--- config.mk ---
export PLATFORM = sky130hd
export DESIGN_NAME = mul_norm_seq
export DESIGN_NICKNAME = d
export VERILOG_FILES = /design/src/rtl/mul_norm_seq.sv
export SDC_FILE = /design/constraint.sdc
export NUM_CORES = 1
export LEC_CHECK = 0
export ABC_AREA = 0
export CORE_ASPECT_RATIO = 0.7
export CORE_MARGIN = 5
export CORE_UTILIZATION = 45
export CTS_BUF_LIST = sky130_fd_sc_hd__clkbuf_4
export CTS_CLUSTER_DIAMETER = 200
export DETAILED_ROUTE_END_ITERATION = 10
export PLACE_DENSITY_LB_ADDON = 0.1
export SKIP_LAST_GASP = 1
export SYNTH_ARGS = -nofsm -noshare
export SYNTH_HDL_FRONTEND = slang
export SYNTH_SLANG_ARGS = --single-unit
export TNS_END_PERCENT = 100
--- constraint.sdc ---
create_clock -name clk_i -period 6.9 [get_ports clk_i]
set_input_delay 0.69 -clock clk_i [delete_from_list [all_inputs] [get_ports clk_i]]
set_output_delay 0.69 -clock clk_i [all_outputs]
set_load 0.02 [all_outputs]
--- src/rtl/mul_norm_seq.sv ---
// Multi-cycle normalisation sequencer for the FP multiplier back end.
// Takes the raw product mantissa and the biased exponent sum. It shifts the mantissa left to
// normalise it, or right to denormalise it, by at most STEP bits per cycle. The result goes to
// the rounder with the final exponent and a sticky bit.
// Optional feature macro: MUL_NORM_SEQ_STICKY_EN. When it is defined, out_sticky_o accumulates
// the OR of the bits dropped by right shifts. When it is undefined, out_sticky_o is tied to 0.
module mul_norm_seq #(
  parameter int unsigned EXPO_W = 8,
  parameter int unsigned MANT_W = 23,
  parameter int unsigned ZERO_D = 6,
  parameter int unsigned STEP   = 4
) (
  input  logic                   clk_i,
  input  logic                   rst_ni,
  input  logic                   in_valid_i,
  output logic                   in_ready_o,
  input  logic [EXPO_W+1:0]      in_expo_i,
  input  logic [2*MANT_W+1:0]    in_mant_i,
  output logic                   out_valid_o,
  input  logic                   out_ready_i,
  output logic [2*MANT_W+1:0]    out_mant_o,
  output logic [EXPO_W-1:0]      out_expo_o,
  output logic                   out_sticky_o,
  output logic                   out_ovf_o
);

  localparam int unsigned PROD_W = 2 * MANT_W + 2;
  localparam int unsigned EXPW2  = EXPO_W + 2;
  localparam int unsigned CNT_W  = ZERO_D + 1;

  localparam logic [CNT_W-1:0]        MaxShift = CNT_W'(PROD_W - 1);
  localparam logic [CNT_W-1:0]        StepCnt  = CNT_W'(STEP);
  localparam logic signed [EXPW2-1:0] OvfLim   = EXPW2'((1 << EXPO_W) - 1);

  typedef enum logic [1:0] {StIdle, StShift, StDone} state_e;

  state_e state_q, state_d;

  logic [PROD_W-1:0] mant_q, mant_d;
  logic [CNT_W-1:0]  budget_q, budget_d;
  logic [CNT_W-1:0]  shifted_q, shifted_d;
  logic [EXPW2-1:0]  expo_q, expo_d;
  logic              left_q, left_d;
  logic              ovf_q, ovf_d;
  logic [EXPO_W-1:0] out_expo_q, out_expo_d;

  // Accept-time classification
  logic             accept;
  logic             acc_ovf, acc_zero, acc_left, acc_skip;
  logic [CNT_W-1:0] acc_budget;

  // One SHIFT step
  logic [STEP-1:0]   top_bits;
  logic              top_seen;
  logic [CNT_W-1:0]  top_lzc;
  logic [CNT_W-1:0]  step_amt;
  logic [PROD_W-1:0] mant_left, mant_right, mant_step;
  logic [CNT_W-1:0]  budget_step, shifted_step;
  logic [EXPW2-1:0]  left_expo;
  logic              step_exit;

  // Any difference with bits above ZERO_D set, or beyond the product width, caps the shift.
  function automatic logic [CNT_W-1:0] sat_shift(input logic [EXPW2-1:0] diff);
    logic [CNT_W-1:0] low;
    low = diff[CNT_W-1:0];
    if (((diff >> CNT_W) != '0) || (low > MaxShift)) begin
      return MaxShift;
    end
    return low;
  endfunction

  assign accept = (state_q == StIdle) && in_valid_i;

  // Classify the incoming operands and derive the saturated shift budget
  always_comb begin
    acc_ovf  = $signed(in_expo_i) >= OvfLim;
    acc_zero = (in_mant_i == '0);
    acc_left = !in_expo_i[EXPW2-1] && (in_expo_i != '0);
    if (acc_left) begin
      acc_budget = sat_shift(in_expo_i - EXPW2'(1));
    end else begin
      acc_budget = sat_shift(EXPW2'(1) - in_expo_i);
    end
    // No SHIFT cycles when nothing is to be shifted or the mantissa is already normalised.
    acc_skip = acc_ovf || acc_zero || (acc_budget == '0) || (acc_left && in_mant_i[PROD_W-1]);
  end

  // Compute the result of one narrow shift step from the current working registers
  always_comb begin
    top_bits = mant_q[PROD_W-1 -: STEP];
    top_seen = 1'b0;
    top_lzc  = '0;
    for (int i = 0; i < int'(STEP); i++) begin
      top_seen = top_seen | top_bits[STEP-1];
      if (!top_seen) begin
        top_lzc = top_lzc + CNT_W'(1);
      end
      top_bits = top_bits << 1;
    end
    if (left_q) begin
      step_amt = (top_lzc < budget_q) ? top_lzc : budget_q;
    end else begin
      step_amt = (StepCnt < budget_q) ? StepCnt : budget_q;
    end
    mant_left    = mant_q << step_amt;
    mant_right   = mant_q >> step_amt;
    mant_step    = left_q ? mant_left : mant_right;
    budget_step  = budget_q - step_amt;
    shifted_step = shifted_q + step_amt;
    left_expo    = expo_q - EXPW2'(shifted_step);
    step_exit    = (budget_step == '0) || (left_q && mant_left[PROD_W-1]);
  end

  // FSM state register
  always_ff @(posedge clk_i or negedge rst_ni) begin
    if (!rst_ni) begin
      state_q <= StIdle;
    end else begin
      state_q <= state_d;
    end
  end

  // FSM next-state logic
  always_comb begin
    state_d = state_q;
    unique case (state_q)
      StIdle: begin
        if (in_valid_i) begin
          state_d = acc_skip ? StDone : StShift;
        end
      end
      StShift: begin
        if (step_exit) begin
          state_d = StDone;
        end
      end
      StDone: begin
        if (out_ready_i) begin
          state_d = StIdle;
        end
      end
      default: state_d = StIdle;
    endcase
  end

  // FSM outputs: handshake flags decoded from the state
  always_comb begin
    in_ready_o  = (state_q == StIdle);
    out_valid_o = (state_q == StDone);
  end

  // Datapath next-state: load on accept, advance one step per SHIFT cycle, hold otherwise
  always_comb begin
    mant_d     = mant_q;
    budget_d   = budget_q;
    shifted_d  = shifted_q;
    expo_d     = expo_q;
    left_d     = left_q;
    ovf_d      = ovf_q;
    out_expo_d = out_expo_q;
    if (accept) begin
      mant_d    = in_mant_i;
      budget_d  = acc_budget;
      shifted_d = '0;
      expo_d    = in_expo_i;
      left_d    = acc_left;
      ovf_d     = acc_ovf;
      if (acc_ovf) begin
        out_expo_d = '1;
      end else if (acc_left && in_mant_i[PROD_W-1]) begin
        out_expo_d = in_expo_i[EXPO_W-1:0];
      end else begin
        out_expo_d = '0;
      end
    end else if (state_q == StShift) begin
      mant_d    = mant_step;
      budget_d  = budget_step;
      shifted_d = shifted_step;
      // Only a normalised left result keeps a non-zero exponent.
      if (left_q && mant_left[PROD_W-1]) begin
        out_expo_d = left_expo[EXPO_W-1:0];
      end else begin
        out_expo_d = '0;
      end
    end
  end

  // Datapath registers
  always_ff @(posedge clk_i or negedge rst_ni) begin
    if (!rst_ni) begin
      mant_q     <= '0;
      budget_q   <= '0;
      shifted_q  <= '0;
      expo_q     <= '0;
      left_q     <= 1'b0;
      ovf_q      <= 1'b0;
      out_expo_q <= '0;
    end else begin
      mant_q     <= mant_d;
      budget_q   <= budget_d;
      shifted_q  <= shifted_d;
      expo_q     <= expo_d;
      left_q     <= left_d;
      ovf_q      <= ovf_d;
      out_expo_q <= out_expo_d;
    end
  end

`ifdef MUL_NORM_SEQ_STICKY_EN
  logic [PROD_W-1:0] drop_mask;
  logic              dropped;
  logic              sticky_q, sticky_d;

  // Collect the bits a right step pushes off the bottom of the mantissa
  always_comb begin
    drop_mask = ~({PROD_W{1'b1}} << step_amt);
    dropped   = |(mant_q & drop_mask);
    sticky_d  = sticky_q;
    if (accept) begin
      sticky_d = 1'b0;
    end else if ((state_q == StShift) && !left_q) begin
      sticky_d = sticky_q | dropped;
    end
  end

  // Sticky register
  always_ff @(posedge clk_i or negedge rst_ni) begin
    if (!rst_ni) begin
      sticky_q <= 1'b0;
    end else begin
      sticky_q <= sticky_d;
    end
  end

  assign out_sticky_o = sticky_q;
`else
  assign out_sticky_o = 1'b0;
`endif

  assign out_mant_o = mant_q;
  assign out_expo_o = out_expo_q;
  assign out_ovf_o  = ovf_q;

endmodule

# After elaboration in Yosys (flattened, before gate mapping)
# Index checks and enable logic that the tools add are counted.
totals:
  regBits: 82
  input_bits: 62
  output_inout_bits: 60
  wordCells: 84
classes:
  add_sub_neg: 8
  n_lt_le_gt_ge: 5
  eq_ne: 5
  n_shift: 2
  mux: 33
  bitwise_logic: 3
  reduce_logical: 20
ops:
  columns: ["op", "n"]
  rows:
  - ["$mux 48", 3]
  - ["$mux 7", 15]
  - ["$logic_not 48->1", 1]
  - ["$shl 48x7->48", 1]
  - ["$shr 48x7->48", 1]
  - ["$mux 8", 5]
  - ["$reduce_bool 10->1", 3]
  - ["$add 7x1->7 const B", 3]
  - ["$gt 7x6->1 const B", 2]
  - ["$logic_not 7->1", 2]
  - ["$ge 10x9->1 const B", 1]
  - ["$sub 1x10->10 const A", 1]
  - ["$sub 10x1->10 const B", 1]
  - ["$mux 2", 4]
  - ["$sub 8x7->8", 1]
  - ["$add 7x7->7", 1]
  - ["$lt 3x7->1 const A", 1]
  - ["$lt 7x7->1", 1]
  - ["$sub 7x7->7", 1]
  - ["$logic_or 1x1->1", 6]
  - ["$pmux 2 s3", 1]
  - ["$mux 1", 5]
  - ["$logic_and 1x1->1", 4]
  - ["$ne 2x2->1 const B", 2]
  - ["other kinds (8)", 10]

# Depth between registers and ports, before layout
depth:
  ltp_word: 15
  mapped_depth: 29
  mapped_depth_nobuf: 24

# Worst setup path before layout
# OpenSTA, ideal clock, no wires.
synth_timing:
  path_type: "flip-flop to flip-flop"
  start: "register mant_q[46], in the netlist out_mant_o[46]"
  end: "register out_expo_q[7], in the netlist out_expo_o[7]"
  setup_time_ps: 82
  arrival_ps: 5656
  required_time_ps: 6818
  path_slack_ps: 1162
  path_stages_with_launch: 29
  path_buffers: 5
  synth_period_minus_slack_ps: 5738
  cell_sequence: "dfrtp_1 -> clkbuf_1 -> inv_1 -> a21oi_1 -> ha_1 -> nor3_1 -> nor3_1 -> ha_1 -> a211o_1 -> o2111ai_1 -> and3_1 -> buf_2 -> clkinv_1 -> buf_2 -> buf_2 -> buf_2 -> ha_1 -> fa_1 -> a21o_1 -> a21oi_1 -> o21bai_1 -> a21oi_1 -> xor2_1 -> ha_1 -> a21o_1 -> a31oi_1 -> xor2_1 -> nand3_1 -> a31oi_1"
synth_via:
  elab_chain_cells: 14
  elab_cells_between_ends: 18
  classes_between: "add/sub: 4; order compare: 1; shift: 1; mux: 8; bitwise: 3; reduce/logical: 1"
synth_lines:
  columns: ["element", "line", "rtl"]
  rows:
  - ["from (decl)", "39", "logic [PROD_W-1:0] mant_q, mant_d;"]
  - ["from (signal assigned)", "199", "mant_q <= mant_d;"]
  - ["$or 1x1->1", "94", "top_seen = top_seen | top_bits[STEP-1];"]
  - ["$mux 7", "95", "if (!top_seen) begin"]
  - ["$add 7x1->7", "96", "top_lzc = top_lzc + CNT_W'(1);"]
  - ["$mux 7", "95", null]
  - ["$add 7x1->7", "96", null]
  - ["$mux 7", "95", null]
  - ["$lt 7x7->1", "101", "step_amt = (top_lzc < budget_q) ? top_lzc : budget_q;"]
  - ["$mux 7", "101", null]
  - ["$mux 7", "100", "if (left_q) begin"]
  - ["$add 7x7->7 / $shl 48x7->48 (equally long branches)", "109, 105", null]
  - ["$sub 8x7->8 / $logic_and 1x1->1 (equally long branches)", "110, 180", null]
  - ["$mux 8 (*)", "180", "if (left_q && mant_left[PROD_W-1]) begin"]
  - ["$mux 8 (*)", "175", "end else if (state_q == StShift) begin"]
  - ["$mux 8 (*)", "161", "if (accept) begin"]
  - ["to (signal assigned)", "205", "out_expo_q <= out_expo_d;"]
  - ["to (decl)", "45", "logic [EXPO_W-1:0] out_expo_q, out_expo_d;"]
# Every way passes the cells marked *; elsewhere a longest branch is shown, timed or not. The select of a mux whose other input is x is not followed.
# A chain may end at the register's enable or synchronous reset.

# Worst setup path in the final report
# Ends and elaborated chain as after synthesis.

==> summary.md <==
| Metric | Value |
|---|---|
| Reg area | 2050 um^2 |
| Async set or reset register ratio after synthesis | 100% |
| Post-Route WL | 35.3 mm |
| Num rows | 43 |
| Core box area | 19800 um^2 |
| Final Setup Violations | 0 |
| Final setup TNS | 0 ns |
| # IOs | 122 |
| Buf+Inv Stages, Crit Path | 2 |
| P&R area growth vs syn | 16.0% |
| Ys Warns | 0 |
| Residual DRC | 0 |
| Commonest non-fill, non-tap cells in the layout | 145 x mux2i_1, 119 x clkdlybuf4s50_1, 112 x nor2_1 |
| Yosys cell types | 76 |
| Layout fillers | 1952 |
| Critical Path Fanout Max | 16 |
| Total gr overflow | 0 |
| F_max | 179 MHz |
| Largest net degree at the start of global routing | 72 |
| Tightest Pin Transition | 1.11 ns |
| Slowest library cell on the worst path | nor2_1 |
| DRT iter0 DRCs | 1481 |
| Setup repair bufs after CTS | 0 |
| Commonest non-fill, non-tap cell in the layout | mux2i_1 |
| MaxCap Viol Count | 0 |
| Post-DP HPWL | 25.9 mm |
| WHS | 0.0405 ns |
| Min Tclk post-route | 5.59 ns |
| Synthesis-stage register bit count | 82 |
| Reg-to-reg slack, setup | 1.31 ns |
| Worst EP required | 7.35 ns |
| Vias in the first global route | 8912 |
| Rel. slew slack | 25.7% |
| Htree depth | 3 |
| Port Buffer Count | 120 |
| Critical Path AT | 6.03 ns |
| Hold_buf cts | 0 |
| Initial core utilization | 45.8% |
| Vias per cell | 6.61 |
| Max Transition Viols Final | 0 |
| Post-synth EDFFs | 0 |
| Skew-Pair Late Insertion Delay | 0.52 ns |
| Utilization after layout | 53.1% |
| Largest delay share family, worst path | compound AO/OA/AOI/OAI gates |
| DIE HEIGHT | 129 um |
| Clock buffer count from CTS | 9 |
| Final Hold Violating Endpoints | 0 |
| Layout cells sized above 1 | 9.24% |
| Routed Antenna Nets | 0 |
| RSZ-0062 raised after global routing | false |
| Multi-input logic area | 6530 um^2 |
| CP max stage delay | 0.66 ns |
| Outcome | finished, final reports clean |
| Mapped cell area | 9070 um^2 |
| Die area | 23100 um^2 |
| Worst setup SP type | flip-flop |
| Cells along the critical path | inv_1, a21oi_1, ha_1, nor3_1, nor3_1, ha_1, o2111ai_1, a21oi_1, nand2_1, buf_4, nor2_1, ha_1, a21oi_1, o21bai_1, a21oi_1, xor2_1, ha_1, a21o_1, a31oi_1, xor2_1, nand3_1, a31oi_1 |
| Max Buffers Root-to-Sink | 2 |
| Initial antenna violation count | 2 |
| Worst min path class | input pin to asynchronous set/reset pin |
| Worst clock skew | 0.0262 ns |
| Clock root cell | clkbuf_4 |
| Crit. End Element | flip-flop |
| CTS tree | yes |
| GPL Wtd Cong | 0.964 |
| Tot GR Track Use | 29.5% |
| # resized after CTS | 0 |
| Dominant synthesized flop cell | dfrtp_1 |
| Syn Area/Cell | 8.08 um^2 |
| Mean routed wirelength per cell | 24.2 um |
| Via Count | 9664 |
| Global-route wire length before repair | 54.0 mm |
| Die width | 180 um |
| Seq/Total Area, Yosys | 22.6% |
| TritonCTS Sinks | 82 |
| 1st-pass router iterations | 5 |
| Mapped Cells | 1122 |
| Worst Setup Path Type | flip-flop to flip-flop |
| Clock Pin Slew Worst Setup and Hold Paths | 0.18 ns |
| Nets | 1280 |
| Tcrit/Tclk final | 81.0% |
## routing by layer
| layer | wire (um) | share of wire, % | vias up | track usage, % |
|---|---|---|---|---|
| met5 | 0 | 0 | - | 0 |
| met4 | 593 | 1.7 | 0 | 6.99 |
| met3 | 4160 | 12 | 56 | 9.13 |
| met2 | 13900 | 39 | 586 | 40.2 |
| met1 | 16700 | 47 | 4646 | 45.0 |
| li1 | - | - | 4376 | - |
## final cells by class
class	count	area share, %
Timing Repair Buffer	139	12.8
Sequential cell	82	19.5
Tap cell	270	3.21
Inverter	31	1.15
Multi-Input combinational cell	923	62.1
Clock inverter	7	0.631
Clock buffer	9	0.642
Antenna cell	2	0.0476
## worst paths after layout
kind	cells past startpoint	from	end
min reg2reg	1	out_ovf_o	out_ovf_o
min in group clk_i	1	out_ovf_o	out_ovf_o
min	1	rst_ni	out_mant_o[31]
max	22	out_mant_o[46]	out_expo_o[7]
max reg2reg	22	out_mant_o[46]	out_expo_o[7]
max in group asynchronous	2	rst_ni	out_mant_o[26]
## cells in the mapped netlist, drive strengths merged, types with 7 or more instances
| cell | number | area (um^2) |
|---|---|---|
| xor2 | 7 | 61.3 |
| a21oi | 55 | 275 |
| buf | 41 | 231 |
| nand2b | 10 | 62.6 |
| dfrtp | 82 | 2050 |
| a221o | 8 | 80.1 |
| nor3 | 29 | 145 |
| a22oi | 13 | 97.6 |
| a211o | 8 | 70.1 |
| xnor2 | 9 | 78.8 |
| nand3 | 26 | 130 |
| nor2b | 8 | 50.1 |
| a221oi | 10 | 87.6 |
| o22ai | 8 | 56.3 |
| mux2i | 145 | 1450 |
| or3 | 11 | 73.8 |
| nor4 | 16 | 100 |
| nor2 | 113 | 424 |
| ha | 30 | 375 |
| inv | 29 | 109 |
| nand2 | 69 | 259 |
| o21ai | 111 | 556 |
| a31oi | 28 | 175 |
| a211oi | 17 | 128 |
| nand4 | 9 | 56.3 |
| o221ai | 17 | 149 |
| mux2 | 55 | 619 |
| clkbuf | 49 | 184 |
| a21o | 12 | 90.1 |
## state kept, by name, summed over array words and instances, names as in the netlist
| name | count |
|---|---|
| budget_q | 7 |
| out_expo_o | 8 |
| shifted_q | 7 |
| out_mant_o | 48 |
| left_q | 1 |
| out_ovf_o | 1 |
| state_q | 2 |
| expo_q | 8 |
## logic make-up after synthesis
group	synth area share [%]
fa+ha+maj	4.58
xor+xnor	1.55
simple gates	16.3
buf+inv	5.92
compound gates	25.9
other cells	0.0828
mux	23.1
flops	22.6
## per-stage QoR
step           area [um^2]  std cells  setup slack [ns]
4_1_cts              10500       1461              1.53
6_report             10500       1463              1.31
3_3_place_gp         10400       1445              1.73
2_1_floorplan         9080       1126              1.16
5_1_grt              10500       1463             0.963
3_5_place_dp         10400       1445              1.58
Power is left out: the tool's default activity adds up to more than one toggle a clock period on the data nets, which glitch-free logic cannot reach.
